**src/rtl/method_test_pkg.sv**
```systemverilog
// Shared types and helpers for the method test sequencer.
// Holds the run state encoding and the cur_ch width helper.
package method_test_pkg;

    // Run states of the sequencer.
    typedef enum logic [2:0] {
        ST_IDLE   = 3'd0,
        ST_PRE    = 3'd1,
        ST_ISSUE  = 3'd2,
        ST_GRACE  = 3'd3,
        ST_WAIT   = 3'd4,
        ST_NEXT   = 3'd5,
        ST_FINISH = 3'd6
    } state_e;

    // Width of the cur_ch index.
    // A single-channel build still gets a 1-bit port.
    function automatic int cur_ch_w(input int n);
        if (n <= 1) begin
            return 1;
        end
        return $clog2(n);
    endfunction

endpackage

```
**src/rtl/method_channel_checker.sv**
```systemverilog
// Per-channel request/compare slice of the method test sequencer.
// Ports: clk, reset (async active-low), clear_i (new run), issue_i
// (raise req), abort_i (timeout), grace_done_i (busy trusted),
// busy_i, ret_i, exp_i; outputs req_o, done_o, comp_o (completion
// this cycle), fail_o (return mismatch), tmo_o (not done at timeout).
module method_channel_checker
    import method_test_pkg::*;
#(
    parameter int RET_W = 32
) (
    input  logic             clk,
    input  logic             reset,
    input  logic             clear_i,
    input  logic             issue_i,
    input  logic             abort_i,
    input  logic             grace_done_i,
    input  logic             busy_i,
    input  logic [RET_W-1:0] ret_i,
    input  logic [RET_W-1:0] exp_i,
    output logic             req_o,
    output logic             done_o,
    output logic             comp_o,
    output logic             fail_o,
    output logic             tmo_o
);

    logic req_q, req_d;
    logic done_q, done_d;
    logic fail_q, fail_d;
    logic tmo_q, tmo_d;

    // A completion is only honoured once busy is trusted, and a
    // timeout in the same cycle wins over it.
    assign comp_o = req_q & ~busy_i & grace_done_i & ~abort_i;

    always_comb begin
        req_d  = req_q;
        done_d = done_q;
        fail_d = fail_q;
        tmo_d  = tmo_q;
        if (clear_i) begin
            req_d  = 1'b0;
            done_d = 1'b0;
            fail_d = 1'b0;
            tmo_d  = 1'b0;
        end else if (abort_i) begin
            req_d = 1'b0;
            tmo_d = ~done_q;
        end else if (comp_o) begin
            req_d  = 1'b0;
            done_d = 1'b1;
            fail_d = (ret_i != exp_i);
        end else if (issue_i) begin
            req_d = 1'b1;
        end
    end

    always_ff @(posedge clk or negedge reset) begin
        if (!reset) begin
            req_q  <= 1'b0;
            done_q <= 1'b0;
            fail_q <= 1'b0;
            tmo_q  <= 1'b0;
        end else begin
            req_q  <= req_d;
            done_q <= done_d;
            fail_q <= fail_d;
            tmo_q  <= tmo_d;
        end
    end

    assign req_o  = req_q;
    assign done_o = done_q;
    assign fail_o = fail_q;
    assign tmo_o  = tmo_q;

endmodule

```
**src/rtl/method_test_sequencer.sv**
```systemverilog
// Self-checking sequencer driving req/busy/return method blocks.
// Ports: clk, reset (async active-low), start, dut_reset, ch_req,
// ch_busy, ch_return, ch_expect, done, pass, fail_mask,
// timeout_mask, cur_ch.
module method_test_sequencer
    import method_test_pkg::*;
#(
    parameter int NUM_CH    = 4,
    parameter int RET_W     = 32,
    parameter int RST_START = 3,
    parameter int RST_END   = 8,
    parameter int REQ_DELAY = 100,
    parameter int GRACE     = 5,
    parameter int TIMEOUT   = 10000,
    parameter int PARALLEL  = 0
) (
    input  logic                      clk,
    input  logic                      reset,
    input  logic                      start,
    output logic                      dut_reset,
    output logic [NUM_CH-1:0]         ch_req,
    input  logic [NUM_CH-1:0]         ch_busy,
    input  logic [NUM_CH*RET_W-1:0]   ch_return,
    input  logic [NUM_CH*RET_W-1:0]   ch_expect,
    output logic                      done,
    output logic                      pass,
    output logic [NUM_CH-1:0]         fail_mask,
    output logic [NUM_CH-1:0]         timeout_mask,
    output logic [cur_ch_w(NUM_CH)-1:0] cur_ch
);

    localparam int CW = cur_ch_w(NUM_CH);
    localparam logic [CW-1:0] LAST_CH = CW'(NUM_CH - 1);
    localparam logic [31:0] C_TMO   = 32'(TIMEOUT);
    localparam logic [31:0] C_RSTS  = 32'(RST_START);
    localparam logic [31:0] C_RSTE  = 32'(RST_END);
    localparam logic [31:0] C_PRE   = 32'(REQ_DELAY - 1);
    localparam logic [31:0] C_GRACE = 32'(GRACE);

    state_e state_q, state_d;
    logic [31:0] cnt_q, cnt_d;
    logic [31:0] grace_q, grace_d;
    logic [CW-1:0] cur_q, cur_d;
    logic rst_q, rst_d;

    logic active;
    logic start_ok;
    logic tmo_hit;
    logic clear;
    logic abort;
    logic grace_done;
    logic set_done;
    logic [NUM_CH-1:0] issue_vec;
    logic [NUM_CH-1:0] comp_vec;
    logic [NUM_CH-1:0] done_vec;
    logic [NUM_CH-1:0] done_now;

    assign active = (state_q != ST_IDLE) && (state_q != ST_FINISH);
    assign start_ok = start && !active;
    assign tmo_hit = active && (cnt_q == C_TMO);
    assign grace_done = (state_q == ST_WAIT);

    // Completions seen this cycle count toward leaving WAIT, so the
    // FSM moves on in step with the req drop.
    assign done_now = done_vec | comp_vec;

    always_comb begin
        if (PARALLEL != 0) begin
            set_done = &done_now;
        end else begin
            set_done = done_now[cur_q];
        end
    end

    // Run counter and registered DUT reset window.
    always_comb begin
        cnt_d = cnt_q;
        if (start_ok) begin
            cnt_d = '0;
        end else if (active) begin
            cnt_d = cnt_q + 32'd1;
        end
        rst_d = active && (cnt_q >= C_RSTS) && (cnt_q <= C_RSTE);
    end

    // Next-state logic. PRE leaves one cycle early so that req is
    // already high on the cycle the counter reads REQ_DELAY.
    always_comb begin
        state_d   = state_q;
        grace_d   = grace_q;
        cur_d     = cur_q;
        clear     = 1'b0;
        abort     = 1'b0;
        issue_vec = '0;
        unique case (state_q)
            ST_IDLE, ST_FINISH: begin
                if (start) begin
                    state_d = ST_PRE;
                    clear   = 1'b1;
                    cur_d   = '0;
                end
            end
            ST_PRE: begin
                if (cnt_q == C_PRE) begin
                    state_d = ST_ISSUE;
                    if (PARALLEL != 0) begin
                        issue_vec = '1;
                    end else begin
                        issue_vec = NUM_CH'(1) << cur_q;
                    end
                end
            end
            ST_ISSUE: begin
                grace_d = C_GRACE;
                if (GRACE == 0) begin
                    state_d = ST_WAIT;
                end else begin
                    state_d = ST_GRACE;
                end
            end
            ST_GRACE: begin
                grace_d = grace_q - 32'd1;
                if (grace_q <= 32'd1) begin
                    state_d = ST_WAIT;
                end
            end
            ST_WAIT: begin
                if (set_done) begin
                    state_d = ST_NEXT;
                end
            end
            ST_NEXT: begin
                if ((PARALLEL != 0) || (cur_q == LAST_CH)) begin
                    state_d = ST_FINISH;
                end else begin
                    cur_d     = cur_q + CW'(1);
                    issue_vec = NUM_CH'(1) << cur_d;
                    state_d   = ST_ISSUE;
                end
            end
            default: begin
                state_d = ST_IDLE;
            end
        endcase
        // Timeout overrides whatever the state wanted this cycle.
        if (tmo_hit) begin
            state_d   = ST_FINISH;
            abort     = 1'b1;
            issue_vec = '0;
        end
    end

    always_ff @(posedge clk or negedge reset) begin
        if (!reset) begin
            state_q <= ST_IDLE;
            cnt_q   <= '0;
            grace_q <= '0;
            cur_q   <= '0;
            rst_q   <= 1'b0;
        end else begin
            state_q <= state_d;
            cnt_q   <= cnt_d;
            grace_q <= grace_d;
            cur_q   <= cur_d;
            rst_q   <= rst_d;
        end
    end

    for (genvar i = 0; i < NUM_CH; i++) begin : g_ch
        method_channel_checker #(
            .RET_W(RET_W)
        ) u_chk (
            .clk         (clk),
            .reset       (reset),
            .clear_i     (clear),
            .issue_i     (issue_vec[i]),
            .abort_i     (abort),
            .grace_done_i(grace_done),
            .busy_i      (ch_busy[i]),
            .ret_i       (ch_return[i*RET_W +: RET_W]),
            .exp_i       (ch_expect[i*RET_W +: RET_W]),
            .req_o       (ch_req[i]),
            .done_o      (done_vec[i]),
            .comp_o      (comp_vec[i]),
            .fail_o      (fail_mask[i]),
            .tmo_o       (timeout_mask[i])
        );
    end

    assign dut_reset = rst_q;
    assign done      = (state_q == ST_FINISH);
    assign pass      = done && (fail_mask == '0) && (timeout_mask == '0);
    assign cur_ch    = cur_q;

endmodule

```
**config.mk**
```make
export PLATFORM = sky130hd
export DESIGN_NAME = method_test_sequencer
export DESIGN_NICKNAME = d
export VERILOG_FILES = /design/src/rtl/method_test_pkg.sv /design/src/rtl/method_channel_checker.sv /design/src/rtl/method_test_sequencer.sv
export SDC_FILE = /design/constraint.sdc
export NUM_CORES = 1
export LEC_CHECK = 0
export ABC_CLOCK_PERIOD_IN_PS = 4950
export BUFFER_PORTS_ARGS = -buffer_cell sky130_fd_sc_hd__buf_2
export CAP_MARGIN = 20
export CORE_MARGIN = 2
export CORE_UTILIZATION = 30
export CTS_CLUSTER_SIZE = 12
export DETAILED_ROUTE_END_ITERATION = 10
export PLACE_DENSITY = 0.62
export SKIP_LAST_GASP = 1
export SYNTH_ARGS = -nofsm -noshare
export SYNTH_HDL_FRONTEND = slang
export SYNTH_SLANG_ARGS = --single-unit
```
**constraint.sdc**
```tcl
create_clock -name clk -period 4.95 [get_ports clk]
set_input_delay 0.2475 -clock clk [delete_from_list [all_inputs] [get_ports clk]]
set_output_delay 0.2475 -clock clk [all_outputs]
set_load 0.01 [all_outputs]
```
==> summary.md <==
| Metric | Value |
|---|---|
| GP Congestion | 0.914 |
| I/O Buffers | 279 |
| Clk root buf | clkbuf_16 |
| Post-Layout Inst Area | 0.00793 mm2 |
| Max_cap viols | 0 |
| WL/cell | 16.4 um |
| Hold Violations, Final | 0 |
| Yosys top cell by area | dfrtp_1 |
| Worst slew pin tran | 1020 ps |
| Crit. End Element | flop |
| Worst setup startpoint | cnt_q[11]$_DFFE_PN0P_ |
| HP Start | start |
| Avg Inst Size Synth | 9.17 um2 |
| Nets | 1194 |
| M3 GR Usage | 5.39% |
| Largest net degree at the start of global routing | 63 |
| Slowest cell on the critical path | nor4_1 |
| Global-route wire length before repair | 31000 um |
| Met2 Use GR | 29.0% |
| Most frequent cell after synthesis | xor2_1 |
| Post-synth ARST share | 100% |
| CTS tree | yes |
| Count of cell types in the netlist | 52 |
| Max Transition Viols Final | 0 |
| Die Area | 0.0211 mm2 |
| Setup WS post-layout | 2210 ps |
| Area grow syn2layout | 32.2% |
| Slew margin rel. | 32.1% |
| Post-synth EDFFs | 0 |
| Final antenna-violating net count | 0 |
| Most frequent CP cell | or4_4 |
| Setup Skew | 6.93 ps |
| Final wirelength | 19600 um |
| Worst path bufs/invs | 0 |
| Top cells by count, synth | 130 x xor2_1, 86 x dfrtp_1, 59 x nand2_1 |
| Fmax | 365 MHz |
| PwrDens | 368 mW/mm2 |
| Post-CTS Resized | 0 |
| Cells after DPL | 1172 |
| Iter 0 DRT Violations | 217 |
| Vias in the first global route | 5811 |
| Post-layout min period | 2740 ps |
| Post-synthesis cell count | 654 |
| Chip width | 145 um |
| # H-tree levels | 3 |
| Yosys warnings | 0 |
| Row cnt | 51 |
| Die height | 145 um |
| Number of synthesized register bits | 86 |
| Clk buf depth | 2 |
| Crit path required time | 5170 ps |
| Seq/Total Area, Yosys | 35.9% |
| Worst setup path class | flop to flop |
| Gr usage total | 18.4% |
| HPWL reported at the end of detailed placement | 16300 um |
| Num CTS Buffers | 9 |
| Setup_tns | 0 ps |
| Core area | 0.0195 mm2 |
| Detailed-router iteration count before antenna repair | 4 |
| Outcome | complete, no violations |
| Grt total ovfl | 0 |
| # hold bufs at CTS | 1 |
| RSZ-0062 raised after global routing | false |
| CTS Sinks | 86 |
| Vias | 5826 |
| Residual DRC | 0 |
| DR vias/cell | 4.88 |
| Syn Nets | 929 |
| Synth top area cells | dfrtp_1 36%, xor2_1 19%, nor4_1 5.1%, mux2i_1 5.0%, nand2_1 3.7% |
| Post-CTS setup buffers | 0 |
| Setup violators final | 0 |
| GRT Max-Usage Layer | met2 |
| Critical path launch point type | flop |
| Initial antenna violation count | 5 |
| Period utilization | 55.4% |
| Reg2reg start | cnt_q[11]$_DFFE_PN0P_ |
| Leak | 3.89 nW |
| Place WS | 2280 ps |
| Met1 Resource Use GR | 23.9% |
| Share of cells above drive strength 1 | 33.3% |
| Maximum vdd drop | 0.232 mV |
| Worst-path fanout max | 5 |
| Final non-filler cell total | 1193 |
| Synthesized area | 0.00600 mm2 |
| Area share of the largest cell type after synthesis | 35.9% |
| Clk_lat worst skew | 340 ps |
| Worst-path cell chain | or4_4 > or4_4 > nor4_1 > nor3_1 > o21a_1 |
| Post-synth top flop | dfrtp_1 |
| Hold WS | 243 ps |
| Crit path DAT | 2960 ps |
| IO Count | 280 |
| Max incr delay on CP | 730 ps |
| Starting Density | 30.7% |
| Family with the most delay on the worst path | simple AND/OR/NAND/NOR gates |
| Worst hold path type | input port to flop |
| Area after DPL | 0.00759 mm2 |
| Worst-path clk slew | 60 ps |
[power by group]
group | internal [mW] | switching, mW | total (mW)
Clock | 0.467 | 0.266 | 0.733
Sequential | 0.911 | 0.274 | 1.18
Combinational | 0.446 | 0.553 | 0.999
[routing by layer]
metal / share of wire [%] / vias up
met4: 1.9 / 0
met2: 46 / 186
met1: 44 / 2707
met3: 7.9 / 27
li1: - / 2906
met5: 0 / -
[sequential cells by signal (all words and copies together) (netlist names)]
name and count:
g_ch.u_chk.done_o 4, state_q 3, g_ch.u_chk.req_o 4, g_ch.u_chk.fail_o 4, g_ch.u_chk.tmo_o 4, cur_ch 2, grace_q 32, dut_reset 1
cnt_q 32
[cell families (layout without fill, tap and decap cells)]
logic type,Yosys count,in the layout,share of synthesized area [%]
xor+xnor,133,133,19.4
buf+inv,41,310,3.57
mux,31,31,5.19
fa+ha+maj,12,12,2.50
compound gates,90,90,9.82
simple gates,261,261,23.6
flops,86,86,35.9
other cells,0,5,0
[stage by stage]
step	total power, mW	utilization, %
2_1_floorplan	1.84	-
3_3_place_gp	2.17	38.9
3_5_place_dp	2.19	38.9
4_1_cts	2.94	40.6
5_1_grt	3.16	40.6
6_report	2.92	40.6
[final timing paths]
path | cells past startpoint | slack [ps] | end
worst max-delay path | 5 | 2210 | g_ch[1].u_chk.done_o$_DFFE_PN0P_
worst min-delay path | 2 | 240 | cnt_q[1]$_DFFE_PN0P_
worst max register to register | 5 | 2210 | g_ch[1].u_chk.done_o$_DFFE_PN0P_
worst min register to register | 1 | 480 | grace_q[31]$_DFFE_PN0P_
max in group asynchronous | 3 | 3470 | grace_q[25]$_DFFE_PN0P_
min in group asynchronous | 2 | 360 | g_ch[0].u_chk.done_o$_DFFE_PN0P_
[layout make-up]
cell class | instances | area, um2
timing repair buffer | 284 | 1440
multi-input combinational | 527 | 3630
sequential | 86 | 2150
fill | 1985 | 11600
inverter | 11 | 41.3
tap | 265 | 332
clock buffer | 12 | 256
clock inverter | 3 | 67.6
antenna | 5 | 12.5
[cells in the final DEF (no fill, tap or decap), types with 5 or more instances in the layout]
| cell type | instances |
|---|---|
| buf_4 | 5 |
| o211ai_1 | 10 |
| nand4_1 | 16 |
| ha_1 | 12 |
| a21oi_1 | 9 |
| nand3_1 | 35 |
| dfrtp_1 | 86 |
| buf_2 | 278 |
| inv_1 | 11 |
| nor3_1 | 20 |
| nand2_1 | 59 |
| o31ai_1 | 12 |
| and4_1 | 7 |
| clkbuf_16 | 9 |
| mux2i_1 | 30 |
| nor4_1 | 49 |
| o21ai_0 | 31 |
| nor2_1 | 29 |
| or4_1 | 7 |
| xor2_1 | 130 |
| diode_2 | 5 |
| and3_1 | 10 |
[worst reg2reg max path, delay by kind of cell (launching register included)]
kind,cells,cell delay (ps)
AND/OR/NAND/NOR,4,2020
flip-flops,1,400
AO/OA/AOI/OAI,1,210
Power figures use the tool's default switching activity.
